===== src/rtl/adder_share_pkg.sv =====
// Shared constants and types for the pipelined-adder sharing block.
package adder_share_pkg;

  localparam int DW          = 16;
  localparam int LAT         = 2;
  localparam int NUM_REQ_DEF = 4;

  // Smallest width that can index n requesters (at least 1 bit).
  function automatic int id_width(input int n);
    for (int w = 1; w < 32; w++) begin
      if ((1 << w) >= n) return w;
    end
    return 32;
  endfunction

  typedef struct packed {
    logic                                 v;
    logic [id_width(NUM_REQ_DEF)-1:0]     id;
  } tag_t;

endpackage


===== src/rtl/adder_share_arbiter_if.sv =====
// Requester and response handshake bundle for adder_share_arbiter.
interface adder_share_arbiter_if import adder_share_pkg::*; #(
  parameter int NUM_REQ = NUM_REQ_DEF,
  parameter int IDW     = id_width(NUM_REQ)
);

  logic [NUM_REQ-1:0]    req_valid;
  logic [NUM_REQ-1:0]    req_ready;
  logic [NUM_REQ*DW-1:0] req_a;
  logic [NUM_REQ*DW-1:0] req_b;
  logic                  rsp_valid;
  logic                  rsp_ready;
  logic [DW-1:0]         rsp_data;
  logic [IDW-1:0]        rsp_id;

  modport master (
    output req_valid, req_a, req_b, rsp_ready,
    input  req_ready, rsp_valid, rsp_data, rsp_id
  );

  modport slave (
    input  req_valid, req_a, req_b, rsp_ready,
    output req_ready, rsp_valid, rsp_data, rsp_id
  );

endinterface


===== src/rtl/rr_arbiter.sv =====
// Round-robin arbiter: search starts one past the last winner; pointer moves only on a grant.
module rr_arbiter #(
  parameter int NUM_REQ = 4,
  parameter int IDW     = 2
) (
  input  logic               clk,
  input  logic               rst,
  input  logic [NUM_REQ-1:0] req,
  input  logic               advance,
  output logic [NUM_REQ-1:0] grant,
  output logic [IDW-1:0]     g
);

  logic [IDW-1:0] ptr_q;
  logic           found;

  always_comb begin
    // NOTE: every output gets a default first so no path leaves it unassigned (no latch).
    g     = ptr_q;
    found = 1'b0;
    grant = '0;
    for (int off = 1; off <= NUM_REQ; off++) begin
      if (!found && req[(int'(ptr_q) + off) % NUM_REQ]) begin
        g     = IDW'((int'(ptr_q) + off) % NUM_REQ);
        found = 1'b1;
      end
    end
    if (advance && found) grant[g] = 1'b1;
  end

  // Reset to the last index so requester 0 has first priority.
  always_ff @(posedge clk or posedge rst) begin
    // NOTE: state registers use non-blocking assignments to avoid simulation races.
    if (rst)                  ptr_q <= IDW'(NUM_REQ - 1);
    else if (advance && found) ptr_q <= g;
  end

endmodule


===== src/rtl/adder_share_arbiter.sv =====
// Shares one CE-gated pipelined adder among NUM_REQ requesters; a tag pipeline
// matched to the adder latency returns each sum with its requester ID.
module adder_share_arbiter import adder_share_pkg::*; #(
  parameter int NUM_REQ = NUM_REQ_DEF,
  parameter int IDW     = id_width(NUM_REQ)
) (
  input  logic                  clk,
  input  logic                  rst,
  adder_share_arbiter_if.slave  bus,
  output logic                  add_ce,
  output logic [DW-1:0]         add_a,
  output logic [DW-1:0]         add_b,
  input  logic [DW-1:0]         add_s
);

  typedef struct packed {
    logic           v;
    logic [IDW-1:0] id;
  } slot_t;

  slot_t              tag_q [LAT];
  logic               stall;
  logic               issue;
  logic [NUM_REQ-1:0] grant;
  logic [IDW-1:0]     g;

  // A held response freezes both the adder core and the tags so they stay aligned.
  assign stall  = bus.rsp_valid & ~bus.rsp_ready;
  assign add_ce = ~rst & ~stall;

  rr_arbiter #(
    .NUM_REQ (NUM_REQ),
    .IDW     (IDW)
  ) u_arb (
    .clk     (clk),
    .rst     (rst),
    .req     (bus.req_valid),
    .advance (add_ce),
    .grant   (grant),
    .g       (g)
  );

  assign issue         = |grant;
  assign bus.req_ready = grant;

  always_comb begin
    add_a = '0;
    add_b = '0;
    if (issue) begin
      add_a = bus.req_a[int'(g)*DW +: DW];
      add_b = bus.req_b[int'(g)*DW +: DW];
    end
  end

  always_ff @(posedge clk or posedge rst) begin
    // NOTE: the tag stages are reset because their valid bits gate responses;
    // the adder's data path needs no reset since bubbles are never returned.
    if (rst) begin
      for (int k = 0; k < LAT; k++) tag_q[k] <= '0;
    end else if (add_ce) begin
      tag_q[0] <= '{v: issue, id: g};
      for (int k = 1; k < LAT; k++) tag_q[k] <= tag_q[k-1];
    end
  end

  assign bus.rsp_valid = tag_q[LAT-1].v;
  assign bus.rsp_id    = tag_q[LAT-1].id;
  assign bus.rsp_data  = add_s;

endmodule


===== src/flat_wrapper.sv =====
// flat-port wrapper written by rule: the top's interface ports become plain ports
module adder_share_arbiter_flat import adder_share_pkg::*;
#(
  parameter int NUM_REQ = NUM_REQ_DEF,
  parameter int IDW     = id_width(NUM_REQ)
)
  (clk, rst, add_ce, add_a, add_b, add_s, bus_req_valid, bus_req_a, bus_req_b, bus_rsp_ready, bus_req_ready, bus_rsp_valid, bus_rsp_data, bus_rsp_id);
  adder_share_arbiter_if #(.NUM_REQ(NUM_REQ), .IDW(IDW)) bus_i ();
  input  logic clk;
  input  logic rst;
  output logic add_ce;
  output logic [DW-1:0] add_a;
  output logic [DW-1:0] add_b;
  input  logic [DW-1:0] add_s;
  input wire logic [$bits(bus_i.req_valid)-1:0] bus_req_valid;
  input wire logic [$bits(bus_i.req_a)-1:0] bus_req_a;
  input wire logic [$bits(bus_i.req_b)-1:0] bus_req_b;
  input wire logic [$bits(bus_i.rsp_ready)-1:0] bus_rsp_ready;
  output wire logic [$bits(bus_i.req_ready)-1:0] bus_req_ready;
  output wire logic [$bits(bus_i.rsp_valid)-1:0] bus_rsp_valid;
  output wire logic [$bits(bus_i.rsp_data)-1:0] bus_rsp_data;
  output wire logic [$bits(bus_i.rsp_id)-1:0] bus_rsp_id;
  assign bus_i.req_valid = bus_req_valid;
  assign bus_i.req_a = bus_req_a;
  assign bus_i.req_b = bus_req_b;
  assign bus_i.rsp_ready = bus_rsp_ready;
  assign bus_req_ready = bus_i.req_ready;
  assign bus_rsp_valid = bus_i.rsp_valid;
  assign bus_rsp_data = bus_i.rsp_data;
  assign bus_rsp_id = bus_i.rsp_id;
  adder_share_arbiter #(.NUM_REQ(NUM_REQ), .IDW(IDW)) u_core (.clk(clk), .rst(rst), .bus(bus_i), .add_ce(add_ce), .add_a(add_a), .add_b(add_b), .add_s(add_s));
endmodule

===== config.mk =====
export PLATFORM = sky130hd
export DESIGN_NAME = adder_share_arbiter_flat
export DESIGN_NICKNAME = d
export VERILOG_FILES = /design/src/rtl/adder_share_pkg.sv /design/src/rtl/adder_share_arbiter_if.sv /design/src/rtl/rr_arbiter.sv /design/src/rtl/adder_share_arbiter.sv /design/src/flat_wrapper.sv
export SDC_FILE = /design/constraint.sdc
export NUM_CORES = 1
export LEC_CHECK = 0
export CAP_MARGIN = 20
export CORE_MARGIN = 4
export CORE_UTILIZATION = 31
export DETAILED_ROUTE_END_ITERATION = 10
export PLACE_DENSITY = 0.84
export SYNTH_ARGS = -nofsm -noshare
export SYNTH_HDL_FRONTEND = slang
export SYNTH_SLANG_ARGS = --single-unit
export TNS_END_PERCENT = 10

===== constraint.sdc =====
create_clock -name clk -period 2.8 [get_ports clk]
set_input_delay 0.56 -clock clk [delete_from_list [all_inputs] [get_ports clk]]
set_output_delay 0.56 -clock clk [all_outputs]
set_load 0.01 [all_outputs]

==> results.tsv <==
stage	metric	value	unit
place	dp_hpwl	6819	um
drt	num_vias	2603	
timing	rsz0062_at_grt	yes	
final_layout	nFillCells	508	
timing	maxSlewViolCount	0	
final_layout	final_layout_size_suffix_gt1_frac	0.4058	
logic_synthesis	synth_nets	399	
floorplan	io_pins	207	
final_layout	multiInputGateArea	1664	sq um
min_path	hold_class	reg2reg	
floorplan	rows	29	
grt	grt_start_max_net_pins	24	
setup_path	criticalPathCategory	in2out	
clock_tree	root_buffer	clkbuf_8	
place	numPortBuffers	174	
timing	setup_viol	0	
logic_synthesis	syn_inst	248	
logic_synthesis	syn_area	2093	sq um
clock_tree	worst_skew_pair.late_latency	0.23	ns
grt	antenna_found_initial	0	
grt	grt_pass1_vias	2836	
grt	met3_usage	0.05509	
pwr	power.leakage	1.692	nW
final_layout	antennaDiodeCount	0	
setup_path	required	2.24	ns
final_layout	seq_area	202.7	sq um
final_layout	nets	566	
clock_tree	ctsHtreeMaxLevel	1	
timing	slew-limit-headroom	0.7924	
drt	wl_per_cell	18.33	um
setup_path	crit_fanout	14	
pwr	p_per_area	854.2	nW/um^2
logic_synthesis	ys_ff_latch	8	
clock_tree	clockBufferDepth	2	
outcome	outcome	completed	
floorplan	die-area	8132	sq um
floorplan	die_w	90.18	um
final_layout	final_util	0.6432	
timing	fin_crit_sh	0.9964	
pwr	irDropWorstVdd	435.0	uV
logic_synthesis	yosys.area.top_type	a311oi_2	
flow_run	drv_cap	0	
final_layout	layout_commonest_cell	clkdlybuf4s50_1	
clock_tree	hold_buffers	0	
logic_synthesis	synth_area_leaders	a311oi_2 19%, a211oi_2 16%, and3_1 9.6%, nand2_1 8.6%, buf_4 7.9%	
drt	dr.pass1.iters	4	
floorplan	initial_core_util	0.3241	
floorplan	core_area	6459	sq um
drt	vias_per_cell	5.301	
grt	top_usage_layer	met2	
setup_path	endpoint_kind	primary output	
logic_synthesis	yosysSeqAreaShare	0.09683	
timing	worstMarginPinSlew	0.3110	ns
setup_path	start_kind	input port	
timing	tns	0	ns
min_path	worstHoldStart	u_core.tag_q[5]	
clock_tree	tritoncts	yes	
setup_path	critPathLaunch	bus_req_valid[2]	
final_layout	final_cell_mix	134 x clkdlybuf4s50_1, 48 x nand2_1, 32 x and3_1, 28 x a211oi_2, 27 x a311oi_2	
drt	drt_first_iter_violations	77	
setup_path	worstPathArrival	2.23	ns
place	dp.cells	477	
place	pre_cts_slack	-0.6387	ns
final_layout	area_delta_synth_final	98.45	%
timing	fmax	358.4	MHz
drt	drc_errors	0	
grt	overflow	0	
place	place_congestion	0.8340	
timing	final_hold_viol_count	0	
grt	grt_first_pass_wirelength	14370	um
clock_tree	cts_buffers	3	
grt	use_met1	0.2326	
logic_synthesis	syn_area_per_cell	8.441	sq um
drt	postRouteAntennaNets	0	
timing	clock_skew	0.002495	ns
logic_synthesis	synth.distinct_cells	32	
timing	fin_crit	2.790	ns
logic_synthesis	synth_top_area_share	0.1937	
floorplan	dieHeight	90.18	um
grt	use_met2	0.4026	
timing	fin_ws	0.01010	ns
drt	wl	8999	um
clock_tree	cts.sinks	8	
logic_synthesis	ys_warn_count	0	
setup_path	r2r-start	u_core.u_arb.ptr_q[0]	
clock_tree	clk_pin_slew	0.04	ns
final_layout	stdcell_count	491	
grt	grtUsageTotal	0.2123	
==> cell usage after synthesis <==
cell type and n:
clkbuf_1 9, mux2_2 6, or2_1 1, nand2_4 1
dfstp_2 2, nand2b_2 1, a21oi_2 1, nor3b_1 2
and2_1 1, and3_1 32, a21oi_1 1, a311oi_2 27
nor3_1 2, dfrtp_1 6, a211oi_1 5, nand2_2 17
a221o_1 1, nand2b_1 2, inv_1 5, a211oi_2 27
o211ai_4 1, a311oi_1 5, buf_8 2, clkbuf_4 2
o41ai_2 1, buf_4 22, buf_6 3, a21o_4 1
nand2_1 48, o21ai_1 4, buf_2 9, nor2_1 1
==> path summary, 6_finish.rpt <==
kind / to / slack (ns) / cells past startpoint
max: add_a[13] / 0.01 / 8
min: u_core.bus.rsp_valid / 0.51 / 1
max reg2reg: u_core.tag_q[3] / 0.83 / 6
min reg2reg: u_core.bus.rsp_valid / 0.51 / 1
max in group asynchronous: u_core.u_arb.ptr_q[1] / 1.84 / 2
min in group asynchronous: u_core.bus.rsp_valid / 0.67 / 2
==> final cells by class <==
class | instances | share of cell area
flip-flops and latches | 8 | 0.04880
inverters | 5 | 0.004518
well taps | 77 | 0.02319
repair buffers | 209 | 0.5120
clock buffers | 4 | 0.01084
multi-input cells | 188 | 0.4006
==> through the flow <==
step / total power [mW] / hold WS (ns) / area [sq um]
floorplan: 1.959 / 0.3742 / 2093
global placement: 2.949 / 0.4841 / 3944
detailed placement: 3.019 / 0.4923 / 3944
CTS: 3.564 / 0.5012 / 4169
global route: 3.784 / 0.5299 / 4154
finish: 3.548 / 0.5105 / 4154
==> routing by layer <==
metal / share of wire / vias up
li1: - / 1242
met3: 0.072 / 14
met4: 0.016 / 0
met2: 0.54 / 104
met5: 0 / -
met1: 0.37 / 1243
==> sequential cells by signal (all words and copies together) (netlist names) <==
| signal | cells |
|---|---|
| u_core.bus.rsp_valid | 1 |
| u_core.bus.rsp_id | 2 |
| u_core.u_arb.ptr_q | 2 |
| u_core.tag_q | 3 |
==> critical path, cell delays in order <==
cell             delay (ns)
clkdlybuf4s15_2        0.24
nand2b_4               0.14
a21oi_2                0.06
a221o_4                0.39
buf_6                  0.14
bufbuf_16              0.28
a311oi_2               0.24
buf_2                  0.18
==> power by group <==
part	total [mW]	switching (mW)	internal (mW)	leakage [nW]
Clock	0.144	0.0456	0.0987	0.0228
Combinational	3.17	1.54	1.63	1.58
Sequential	0.230	0.0463	0.184	0.0909
==> logic make-up after synthesis <==
logic type | Yosys count | synth area share
and+or+nand+nor | 108 | 0.2678
muxes | 6 | 0.03228
DFF | 8 | 0.09683
buffers and inverters | 52 | 0.1632
AOI/OAI and AO/OA | 74 | 0.4399
==> repair_timing <==
| action | in CTS | in global routing |
|---|---|---|
| pin swaps | 4 | 1 |
| cloned | 4 | 0 |
| gates resized for setup | 133 | 23 |
| setup endpoints to repair | 36 | 27 |
| buffers inserted | 6 | 0 |
Power figures use the tool's default switching activity.
